--- src/rtl/seq_divider4_if.sv ---
// Start/done handshake and operand/result bus between a controller and the divider.
interface seq_divider4_if #(
  parameter int WIDTH = 4
);
  logic             start;
  logic [WIDTH-1:0] dividend;
  logic [WIDTH-1:0] divisor;
  logic             busy;
  logic             done;
  logic [WIDTH-1:0] quotient;
  logic [WIDTH-1:0] remainder;
  logic             div_by_zero;

  // Controller side: issues requests and reads results
  modport master (
    output start, dividend, divisor,
    input  busy, done, quotient, remainder, div_by_zero
  );

  // Divider side: accepts requests and produces results
  modport slave (
    input  start, dividend, divisor,
    output busy, done, quotient, remainder, div_by_zero
  );
endinterface

--- src/rtl/seq_divider4.sv ---
// Sequential restoring divider: one quotient bit per clock, built on a single
// trial subtraction (add inverted divisor with carry-in 1; carry-out 1 = no borrow).
module seq_divider4 #(
  parameter int WIDTH = 4
) (
  input logic          clk,
  input logic          rst,
  seq_divider4_if.slave bus
);

  localparam int CNT_W = $clog2(WIDTH) + 1;
  localparam logic [CNT_W-1:0] CNT_LAST = CNT_W'(WIDTH - 1);
  localparam logic [CNT_W-1:0] CNT_ONE  = CNT_W'(1);
  localparam logic [WIDTH+1:0] CARRY_IN = {{(WIDTH+1){1'b0}}, 1'b1};

  typedef enum logic [1:0] {
    IDLE,
    CALC,
    FIN
  } state_e;

  state_e state_q, state_d;

  logic [WIDTH:0]   accum_q, accum_d;
  logic [WIDTH-1:0] shiftQ_q, shiftQ_d;
  logic [CNT_W-1:0] count_q, count_d;
  logic [WIDTH-1:0] divisorReg_q, divisorReg_d;
  logic [WIDTH-1:0] quotient_q, quotient_d;
  logic [WIDTH-1:0] remainder_q, remainder_d;
  logic             divZero_q, divZero_d;
  logic             done_q, done_d;

  logic [WIDTH:0]   shiftedRem;
  logic [WIDTH+1:0] trial;
  logic             noBorrow;
  logic [WIDTH:0]   accumStep;
  logic [WIDTH-1:0] shiftQStep;
  logic             lastStep;
  logic             busyOut;
  logic             unusedAccumTop;

  // The accumulator top bit is always zero after a step because the partial
  // remainder stays below the divisor; it only widens the trial subtraction.
  assign unusedAccumTop = accum_q[WIDTH];

  // State register
  always_ff @(posedge clk) begin
    if (rst) state_q <= IDLE;
    else     state_q <= state_d;
  end

  // Next-state logic: zero divisor skips straight to FIN
  always_comb begin
    state_d = state_q;
    case (state_q)
      IDLE: if (bus.start) state_d = (bus.divisor != '0) ? CALC : FIN;
      CALC: if (lastStep)  state_d = FIN;
      FIN:                 state_d = IDLE;
      default:             state_d = IDLE;
    endcase
  end

  // Output logic: busy only while iterating
  always_comb begin
    busyOut = (state_q == CALC);
  end

  // One restoring step: shift in the next dividend bit, trial-subtract, keep or restore
  always_comb begin
    shiftedRem = {accum_q[WIDTH-1:0], shiftQ_q[WIDTH-1]};
    trial      = {1'b0, shiftedRem} + {1'b0, ~{1'b0, divisorReg_q}} + CARRY_IN;
    noBorrow   = trial[WIDTH+1];
    accumStep  = noBorrow ? trial[WIDTH:0] : shiftedRem;
    shiftQStep = {shiftQ_q[WIDTH-2:0], noBorrow};
    lastStep   = (count_q == CNT_LAST);
  end

  // Datapath next values: capture on accepted start, iterate in CALC, publish on entry to FIN
  always_comb begin
    accum_d      = accum_q;
    shiftQ_d     = shiftQ_q;
    count_d      = count_q;
    divisorReg_d = divisorReg_q;
    quotient_d   = quotient_q;
    remainder_d  = remainder_q;
    divZero_d    = divZero_q;
    done_d       = (state_q == FIN);
    case (state_q)
      IDLE: begin
        if (bus.start) begin
          divisorReg_d = bus.divisor;
          count_d      = '0;
          accum_d      = '0;
          shiftQ_d     = bus.dividend;
          if (bus.divisor == '0) begin
            quotient_d  = '1;
            remainder_d = bus.dividend;
            divZero_d   = 1'b1;
          end
        end
      end
      CALC: begin
        accum_d  = accumStep;
        shiftQ_d = shiftQStep;
        count_d  = count_q + CNT_ONE;
        if (lastStep) begin
          quotient_d  = shiftQStep;
          remainder_d = accumStep[WIDTH-1:0];
          divZero_d   = 1'b0;
        end
      end
      default: ;
    endcase
  end

  // Datapath registers; reset aborts any in-flight operation and clears results
  always_ff @(posedge clk) begin
    if (rst) begin
      accum_q      <= '0;
      shiftQ_q     <= '0;
      count_q      <= '0;
      divisorReg_q <= '0;
      quotient_q   <= '0;
      remainder_q  <= '0;
      divZero_q    <= 1'b0;
      done_q       <= 1'b0;
    end else begin
      accum_q      <= accum_d;
      shiftQ_q     <= shiftQ_d;
      count_q      <= count_d;
      divisorReg_q <= divisorReg_d;
      quotient_q   <= quotient_d;
      remainder_q  <= remainder_d;
      divZero_q    <= divZero_d;
      done_q       <= done_d;
    end
  end

  assign bus.busy        = busyOut;
  assign bus.done        = done_q;
  assign bus.quotient    = quotient_q;
  assign bus.remainder   = remainder_q;
  assign bus.div_by_zero = divZero_q;

endmodule
--- src/flat_wrapper.sv ---
// flat-port wrapper written by rule: the top's interface ports become plain ports
module seq_divider4_flat 
#(
  parameter int WIDTH = 4
)
  (clk, rst, bus_start, bus_dividend, bus_divisor, bus_busy, bus_done, bus_quotient, bus_remainder, bus_div_by_zero);
  seq_divider4_if #(.WIDTH(WIDTH)) bus_i ();
  input logic clk;
  input logic rst;
  input wire logic [$bits(bus_i.start)-1:0] bus_start;
  input wire logic [$bits(bus_i.dividend)-1:0] bus_dividend;
  input wire logic [$bits(bus_i.divisor)-1:0] bus_divisor;
  output wire logic [$bits(bus_i.busy)-1:0] bus_busy;
  output wire logic [$bits(bus_i.done)-1:0] bus_done;
  output wire logic [$bits(bus_i.quotient)-1:0] bus_quotient;
  output wire logic [$bits(bus_i.remainder)-1:0] bus_remainder;
  output wire logic [$bits(bus_i.div_by_zero)-1:0] bus_div_by_zero;
  assign bus_i.start = bus_start;
  assign bus_i.dividend = bus_dividend;
  assign bus_i.divisor = bus_divisor;
  assign bus_busy = bus_i.busy;
  assign bus_done = bus_i.done;
  assign bus_quotient = bus_i.quotient;
  assign bus_remainder = bus_i.remainder;
  assign bus_div_by_zero = bus_i.div_by_zero;
  seq_divider4 #(.WIDTH(WIDTH)) u_core (.clk(clk), .rst(rst), .bus(bus_i));
endmodule
--- config.mk ---
export PLATFORM = sky130hd
export DESIGN_NAME = seq_divider4_flat
export DESIGN_NICKNAME = d
export VERILOG_FILES = /design/src/rtl/seq_divider4_if.sv /design/src/rtl/seq_divider4.sv /design/src/flat_wrapper.sv
export SDC_FILE = /design/constraint.sdc
export NUM_CORES = 1
export LEC_CHECK = 0
export ABC_CLOCK_PERIOD_IN_PS = 2000
export CORE_ASPECT_RATIO = 0.8
export CORE_MARGIN = 10
export CORE_UTILIZATION = 46
export DETAILED_ROUTE_END_ITERATION = 6
export GPL_ROUTABILITY_DRIVEN = 0
export HOLD_SLACK_MARGIN = 0.03
export PLACE_DENSITY = 0.74
export SLEW_MARGIN = 10
export SYNTH_ARGS = -nofsm -noshare
export SYNTH_HDL_FRONTEND = slang
export SYNTH_SLANG_ARGS = --single-unit
--- constraint.sdc ---
create_clock -name clk -period 2 [get_ports clk]
set_clock_uncertainty 0.1 [all_clocks]
set_input_delay 0.4 -clock clk [delete_from_list [all_inputs] [get_ports clk]]
set_output_delay 0.4 -clock clk [all_outputs]
set_load 0.1 [all_outputs]
=== Yosys cells after proc, flatten, opt, wreduce, memory -nomap -nowiden ===
Index checks and enable logic that the tools add are counted.

* $add $sub $neg: 3
* Equality and inequality tests: 6
* Mux-type cells: 23
* Bitwise operators: 1
* Reductions and logical operators: 8

{| class="wikitable"
|+ Operators by type and width
! cell !! count
|-
| $mux 4 || 9
|-
| $pmux 4 s2 || 4
|-
| $add 5x5->6 || 1
|-
| $add 6x1->6 const B || 1
|-
| $mux 2 || 3
|-
| $pmux 3 s2 || 1
|-
| $reduce_and 2->1 || 3
|-
| $not 4->5 || 1
|-
| $logic_not 4->1 || 1
|-
| $ne 2x1->1 const B || 2
|-
| $pmux 2 s2 || 1
|-
| $reduce_and 4->1 || 1
|-
| $reduce_bool 4->1 || 1
|-
| $add 3x1->3 const B || 1
|-
| $eq 3x2->1 const B || 1
|-
| $mux 1 || 3
|-
| $mux 3 || 1
|-
| $eq 2x1->1 const B || 1
|-
| $eq 2x2->1 const B || 1
|-
| $logic_not 2->1 || 1
|-
| $ne 2x2->1 const B || 1
|-
| $pmux 1 s2 || 1
|-
| $reduce_bool 2->1 || 1
|}

* Flip-flop bits (word level): 27
* Output and inout port bits: 11
* Word-level logic and storage cells: 50
* Input port bits: 11

=== Longest topological paths before layout ===
Gate-level depths: netlist (run 1).

* Depth after elaboration: 6
* Gate-level depth with buffers: 8
* Mapped depth without buffers: 8

=== Worst setup path after synthesis (run 1) ===
OpenSTA, ideal clock, no wires.

* Kind: flip-flop to flip-flop
* Start point: reg u_core.divisorReg_q[1]
* End point: reg u_core.remainder_q[3], in the netlist u_core.bus.remainder[3]
* Data required time: 1767 ps
* Stages on the path, launching flop included: 8
* Setup time: 133 ps
* Data arrival time: 1701 ps
* Path buffers: 0
* Period minus slack after synthesis: 1935 ps
* Slack: 65 ps
* Path through: dfxtp_1 > inv_1 > ha_1 > nor2b_1 > o21ai_0 > or4b_2 > o2111ai_1 > a311oi_1

* Longest elaborated chain between the ends: 6

{| class="wikitable"
|+ Ends and longest elaborated chain
! item !! RTL line !! source
|-
| start, declared || seq_divider4.sv:27 || <nowiki>logic [WIDTH-1:0] divisorReg_q, divisorReg_d;</nowiki>
|-
| start signal, assigned || seq_divider4.sv:131 || <nowiki>divisorReg_q <= divisorReg_d;</nowiki>
|-
| $not 4->5 || seq_divider4.sv:71 || <nowiki>trial = {1'b0, shiftedRem} + {1'b0, ~{1'b0, divisorReg_q}} + CARRY_IN;</nowiki>
|-
| $add 5x5->6 || seq_divider4.sv:71 ||
|-
| $add 6x1->6 || seq_divider4.sv:71 ||
|-
| $mux 4 || seq_divider4.sv:73 || <nowiki>accumStep = noBorrow ? trial[WIDTH:0] : shiftedRem;</nowiki>
|-
| $mux 4 || seq_divider4.sv:106 || <nowiki>if (lastStep) begin</nowiki>
|-
| $pmux 4 s2 || seq_divider4.sv:88 || <nowiki>case (state_q)</nowiki>
|-
| end signal, assigned || seq_divider4.sv:133 || <nowiki>remainder_q <= remainder_d;</nowiki>
|-
| end, declared || seq_divider4.sv:29 || <nowiki>logic [WIDTH-1:0] remainder_q, remainder_d;</nowiki>
|}

Every way passes these cells. The select of a mux whose other input is x is not followed.
A chain may end at the register's enable or synchronous reset.

=== Worst setup path in the final report (run 1) ===
* Start point: reg u_core.state_q[0]
* End point: out bus_busy

* Longest elaborated chain between the ends: 1

{| class="wikitable"
|+ Ends and longest elaborated chain
! item !! RTL line !! source
|-
| start, declared || seq_divider4.sv:22 || <nowiki>state_e state_q, state_d;</nowiki>
|-
| start signal, assigned || seq_divider4.sv:49 || <nowiki>else state_q <= state_d;</nowiki>
|-
| $eq 2x1->1 || seq_divider4.sv:65 || <nowiki>busyOut = (state_q == CALC);</nowiki>
|-
| end, declared || flat_wrapper.sv:13 || <nowiki>output wire logic [$bits(bus_i.busy)-1:0] bus_busy;</nowiki>
|}

Every way passes these cells.

==> qor.yml, run 1 <==
drt:
  routed_via_density: 5.38
  drc_errors: 0
  ant_nets: 0
  drtIter0Drc: 87
  num_vias: 1120
  avgRoutedWirePerCell_um: 14.2
  routed_wl_um: 2960
  dr.pass1.iters: 4
logic_synthesis:
  synth_area_leaders: "dfxtp_1, nand2_1, ha_1, nor2_1, a311oi_1"
  syn_area_sq_mm: 0.00127
  yosys_warnings: 0
  yosys.area.top_type: "dfxtp_1"
  syn_inst: 147
  synth_top_area_share: 0.427
  synthesis.nets: 165
  ys_seq_area_frac: 0.427
  synthDistinctLibCells: 34
  ys_ff_latch: 27
  syn_area_per_cell_sq_um: 8.61
cells_and_area:
  stdcell_area_sq_mm: 0.00168
  stdcell_count: 208
  final_common_cell: "dfxtp_1"
  diodes: 0
  syn2layout_area_growth_pct: 32.4
  drive_gt1_frac: 0.233
  final_cell_mix: "dfxtp_1, nand2_1, nor2_1"
  nNetsFinal: 191
  final_core_util: 0.659
  n_fill_cell: 228
global_routing:
  overflow: 0
  grt_max_degree: 28
  grt_util_all_layers: 0.122
  grt_pass1_vias: 1137
  grt_pass1_wl_um: 5260
  antenna_found_initial: 0
floorplan:
  top_level_ports: 22
  row_count: 16
  dieWidth_um: 78.7
  start_util: 0.498
  die_area_sq_mm: 0.00526
  die_h_um: 66.9
  core_region_area_sq_mm: 0.00254
sta:
  whs_ns: 0.393
  max_slew_margin: 0.663
  hold_viol: 0
  finalMaxSlewViolations: 0
  max_freq_mhz: 535
  worst_pin_slew_ns: 0.503
  min_period_ns: 1.87
  finalSetupViolations: 0
  finalCritPeriodShare: 0.934
power_and_ir_drop:
  p_leak_nw: 0.627
  power_mw: 1.13
  power_density_mw_per_mm2: 672
  ir_worst_vdd_mv: 0.456
critical_path:
  cp_slowest_cell: "dfxtp_1"
  cp.arrival_ns: 1.37
  crit_path_end_kind: "output port"
  crit_type: "reg2out"
  cp_top_family: "flip-flops"
  path_cells: "nand2b_1 -> inv_2 -> buf_12"
  cp_slowest_stage_delay_ns: 0.51
  required_ns: 1.50
  critPathBufInv: 2
  startpoint_type: "flip-flop"
  crit_fanout: 10
cts:
  clkLatencyLatePin_ns: 0.33
  clock-root-buffer: "clkbuf_4"
  path_clk_slew_ns: 0.15
  cts-buffers-inserted: 3
  clock_path_buffers: 2
  ctsHoldBuffers: 0
  post_cts_buffers: 0
  cts_tree: "yes"
  h-tree-depth: 1
  clock_sinks: 27
job:
  cap_viol_max_count: 0
place:
  hpwl_um: 2380
  dpl_cell_area_sq_mm: 0.00161
  placed_cells: 205
  port_buffers: 21
outcome:
  run_status: "finished clean"
worst_hold_path:
  hold_class: "reg2reg"
[routing by layer]
metal | share of wire | routed length, um | GRT usage
met5 | 0 | 0 | 0
met4 | 0 | 0 | 0.0134
met3 | 0.047 | 139 | 0.0402
met2 | 0.53 | 1580 | 0.233
met1 | 0.42 | 1240 | 0.132
[worst reg2reg max path, cell delays in order (launching register included)]
cell and delay [ns]:
dfxtp_1 0.36, inv_1 0.06, ha_1 0.20, inv_1 0.07
fa_1 0.39, xnor2_1 0.14, o21ai_1 0.07, o211ai_1 0.13
a311oi_1 0.27
[repair_timing]
action | CTS | global route
endpoints found under the setup margin | 8 | 6
pin swaps | 3 | 6
resized for setup | 7 | 6
[worst paths after layout]
check,start,to,slack [ns],cells past startpoint
setup / recovery,u_core.state_q[0],bus_busy,0.13,3
hold / removal,u_core.accum_q[1],u_core.accum_q[1],0.39,2
setup reg to reg,u_core.shiftQ_q[3],u_core.bus.remainder[2],0.14,8
hold reg to reg,u_core.accum_q[1],u_core.accum_q[1],0.39,2
[per-stage QoR]
step,worst slack [ns],setup TNS (ns)
finish,0.131,0
global route,-0.00183,-0.00183
CTS,0.00342,0
detailed placement,-0.118,-0.978
global placement,-0.0989,-0.675
floorplan,0.0654,0
[power breakdown]
| group | total, mW | internal, mW | switching, mW |
|---|---|---|---|
| logic | 0.307 | 0.127 | 0.180 |
| clock network | 0.232 | 0.0749 | 0.157 |
| registers | 0.588 | 0.566 | 0.0220 |
| total | 1.13 | 0.767 | 0.359 |
[cells in the mapped netlist]
| master | instances |
|---|---|
| o21ai_0 | 7 |
| a21oi_4 | 1 |
| nor3_1 | 1 |
| xnor2_1 | 1 |
| a211oi_2 | 1 |
| ha_1 | 6 |
| a311oi_1 | 8 |
| nor4_4 | 1 |
| buf_6 | 1 |
| nand3b_2 | 1 |
| a21oi_1 | 11 |
| dfxtp_1 | 27 |
| o2111ai_1 | 1 |
| or4b_2 | 1 |
| o32a_2 | 1 |
| nor2_1 | 20 |
| a211oi_1 | 3 |
| inv_2 | 1 |
| o31a_1 | 1 |
| nor3b_1 | 1 |
| or2_2 | 1 |
| clkbuf_1 | 4 |
| nor2b_1 | 3 |
| nand2_1 | 24 |
| inv_1 | 6 |
| a31oi_1 | 1 |
| nor2_2 | 1 |
| a22oi_1 | 1 |
| nand2b_1 | 3 |
| o21a_1 | 1 |
| buf_2 | 3 |
| fa_1 | 1 |
| o211ai_1 | 2 |
| o31ai_1 | 1 |
[layout make-up]
cell class / count / area [sq um] / area share
well taps: 36 / 45.0 / 0.0269
clock inverters: 1 / 5.00 / 0.00299
repair buffers: 29 / 330 / 0.197
clock buffers: 3 / 22.5 / 0.0134
multi-input cells: 105 / 704 / 0.420
inverters: 7 / 26.3 / 0.0157
flip-flops and latches: 27 / 543 / 0.324
[kinds of logic (layout without fill, tap and decap cells)]
group / after synthesis / count (layout) / synth area share
XOR/XNOR: 1 / 1 / 0.00692
adder cells (fa/ha/maj): 7 / 7 / 0.0751
buffers and inverters: 15 / 40 / 0.0533
AND/OR/NAND/NOR: 57 / 57 / 0.213
AO/OA/AOI/OAI: 40 / 40 / 0.224
flip-flops: 27 / 27 / 0.427
[state kept, by name, summed over array words and instances, names as in the netlist]
signal and cells:
u_core.bus.done 1, u_core.state_q 2, u_core.accum_q 4, u_core.shiftQ_q 4, u_core.divisorReg_q 4, u_core.bus.remainder 4, u_core.count_q 3, u_core.bus.div_by_zero 1
u_core.bus.quotient 4
(Power assumes the default switching activity.)
==> run 2: changes to the inputs <==
- ABC_AREA: not set -> 1
- CORE_UTILIZATION: 46 -> 47
- PLACE_DENSITY: 0.74 -> 0.75
==> qor.yml, run 2 <==
outcome:
  run_status: "finished clean"
cts:
  clock_path_buffers: 2  # unchanged
  post_cts_buffers: 0  # unchanged
  cts_resized: 0  # -7
  h-tree-depth: 1  # unchanged
  clock-root-buffer: "clkbuf_4"
  cts_tree: "yes"
  ctsHoldBuffers: 0  # unchanged
  cts-buffers-inserted: 3  # unchanged
  clkLatencyLatePin_ns: 0.33  # about the same
  path_clk_slew_ns: 0.15  # about the same
  clock_sinks: 27  # unchanged
logic_synthesis:
  ys_seq_area_frac: 0.405  # -0.0216
  yosys.area.top_type: "dfxtp_1"
  yosys-top-cells-count: "nand2_1, inv_1, dfxtp_1"
  synth-main-ff-cell: "dfxtp_1"
  synthDistinctLibCells: 24  # -29%
  syn_inst: 186  # +27%
  synth_area_leaders: "dfxtp_1, nand2_1, inv_1, nor2_1, ha_1"
  synth_top_area_share: 0.405  # -0.0216
  yosys_warnings: 0  # unchanged
  syn_area_per_cell_sq_um: 7.17  # -17%
  synth_edf_count: 0  # unchanged
  ys_ff_latch: 27  # unchanged
  async_flop_share: 0  # unchanged
  synthesis.nets: 204  # +24%
  syn_area_sq_mm: 0.00133  # +5.3%
  yosysMostFrequentCell: "nand2_1"
drt:
  dr.pass1.iters: 4  # unchanged
  num_vias: 1188  # +6.1%
  drtIter0Drc: 54  # -38%
  drc_errors: 0  # unchanged
  ant_nets: 0  # unchanged
  routed_via_density: 4.83  # -10%
  routed_wl_um: 2910  # -1.6%
  avgRoutedWirePerCell_um: 11.8  # -17%
cells_and_area:
  final_cell_mix: "nand2_1, inv_1, dfxtp_1"
  final_common_cell: "nand2_1"
  drive_gt1_frac: 0.149  # -0.0835
  multi_input_area_sq_um: 642  # -8.9%
  n_fill_cell: 275  # +21%
  syn2layout_area_growth_pct: 23.5
  stdcell_area_sq_mm: 0.00165  # -1.8%
  diodes: 0  # unchanged
  seq_area_sq_um: 541  # -0.46%
  nNetsFinal: 227  # +19%
sta:
  finalCritPeriodShare: 0.928  # -0.00667
  hold_viol: 0  # unchanged
  worst_pin_slew_ns: 0.476  # -0.0275 ns
  finalMaxSlewViolations: 0  # unchanged
  worst_slack_ns: 0.145  # +0.0133 ns
  tns_ns: 0  # unchanged
  max_slew_margin: 0.682  # +0.0192
  max_freq_mhz: 539  # +0.72%
  min_period_ns: 1.86  # -0.0133 ns
  rsz0062_at_grt: "no"
  finalSetupViolations: 0  # unchanged
  whs_ns: 0.371  # -0.0219 ns
critical_path:
  reg2reg_depth: 9  # +1
  cp-endpoint: "bus_busy"
  rrSetupSlack_ns: 0.36  # +0.22 ns
  crit_fanout: 15  # +5
  path_cells: "nand2_2 -> inv_6 -> buf_12"
  cp.arrival_ns: 1.36  # about the same
  startpoint: "u_core.state_q[0]"
  r2r_start: "u_core.shiftQ_q[3]"
  required_ns: 1.50  # about the same
  startpoint_type: "flip-flop"
  crit_type: "reg2out"
  reg2reg_to: "u_core.bus.remainder[2]"
  cp_slowest_cell: "dfxtp_1"
  cp_slowest_stage_delay_ns: 0.41  # -0.10 ns
  crit_path_end_kind: "output port"
floorplan:
  row_count: 17  # +1
  top_level_ports: 22  # unchanged
  die_h_um: 67.6  # +1.1%
  core_region_area_sq_mm: 0.00274  # +7.9%
  die_area_sq_mm: 0.00538  # +2.2%
  start_util: 0.486  # -0.0119
  dieWidth_um: 79.6  # +1.1%
global_routing:
  grt_pass1_wl_um: 4910  # -6.8%
  overflow: 0  # unchanged
  antenna_found_initial: 0  # unchanged
  grt_util_all_layers: 0.115  # -0.00656
  grt_pass1_vias: 1099  # -3.3%
  grt_max_degree: 18  # -36%
power_and_ir_drop:
  ir_worst_vdd_mv: 0.479  # +5.1%
  p_leak_nw: 0.805  # +28%
  power_density_mw_per_mm2: 919  # +37%
place:
  port_buffers: 21  # unchanged
  dpl_cell_area_sq_mm: 0.00161  # +0.39%
  dp_slack_ns: 0.0581  # +0.176 ns
  hpwl_um: 2260  # -5.2%
worst_hold_path:
  hold_class: "reg2reg"
job:
  cap_viol_max_count: 0  # unchanged
## run 2: cell types whose count changed in the layout (fill, tap and decap cells not counted), moves of 4 or more
cell and delta:
a311oi_1 -8, a21oi_1 -4, inv_1 +23, nand2_1 +10, nand3_1 +12, o21ai_0 +5
nand4_1 +5, nor2_1 +4
## run 2: report_power, final
| group | internal, mW | leakage [nW] | switching, mW |
|---|---|---|---|
| combinational | 0.194 | 0.566 | 0.434 |
| sequential | 0.599 | 0.222 | 0.0420 |
| clock | 0.0753 | 0.0177 | 0.168 |
## run 2: through the flow
step | util | power, mW | cells
final | 0.600 | 1.51 | 246
after global routing | 0.600 | 1.61 | 246
after CTS | 0.598 | 1.52 | 246
after detailed placement | 0.588 | 1.28 | 242
after global placement | 0.588 | 1.27 | 242
after floorplan | - | 1.11 | 186
## run 2: cells by family after synthesis
logic type,synth area share
AND/OR/NAND/NOR,0.303
flip-flops,0.405
adder cells (fa/ha/maj),0.0713
XOR/XNOR,0.00657
AO/OA/AOI/OAI,0.100
buffers and inverters,0.114
## run 2: routing by layer
metal / global-route usage / vias to the layer above / wire (um)
li1: - / 631 / -
met1: 0.130 / 532 / 1300
met2: 0.191 / 20 / 1390
met3: 0.0504 / 5 / 175
met4: 0.0446 / 0 / 43
met5: 0 / - / 0
## run 2: final cells by class
cell class,count,area share
clock buffer,3,0.0137
clock inverter,1,0.00304
inverter,31,0.0737
multi-input combinational,122,0.390
sequential,27,0.328
tap,38,0.0289
timing repair buffer,24,0.163
## run 2: critical path, delay by kind of cell, from the launching register on
family,cells,cell delay [ns]
AND/OR/NAND/NOR,1,0.21
flip-flops,1,0.41
buffers and inverters,2,0.39
## run 2: worst min path at each step
stage / startpoint / to / slack, ns / cells after the start
floorplan: u_core.count_q[0] / u_core.count_q[0] / 0.33 / 1
global placement: u_core.count_q[0] / u_core.count_q[0] / 0.35 / 1
detailed placement: u_core.count_q[2] / u_core.count_q[2] / 0.35 / 2
CTS: u_core.count_q[2] / u_core.count_q[2] / 0.37 / 2
global route: u_core.divisorReg_q[2] / u_core.divisorReg_q[2] / 0.39 / 2
finish: u_core.count_q[2] / u_core.count_q[2] / 0.37 / 2
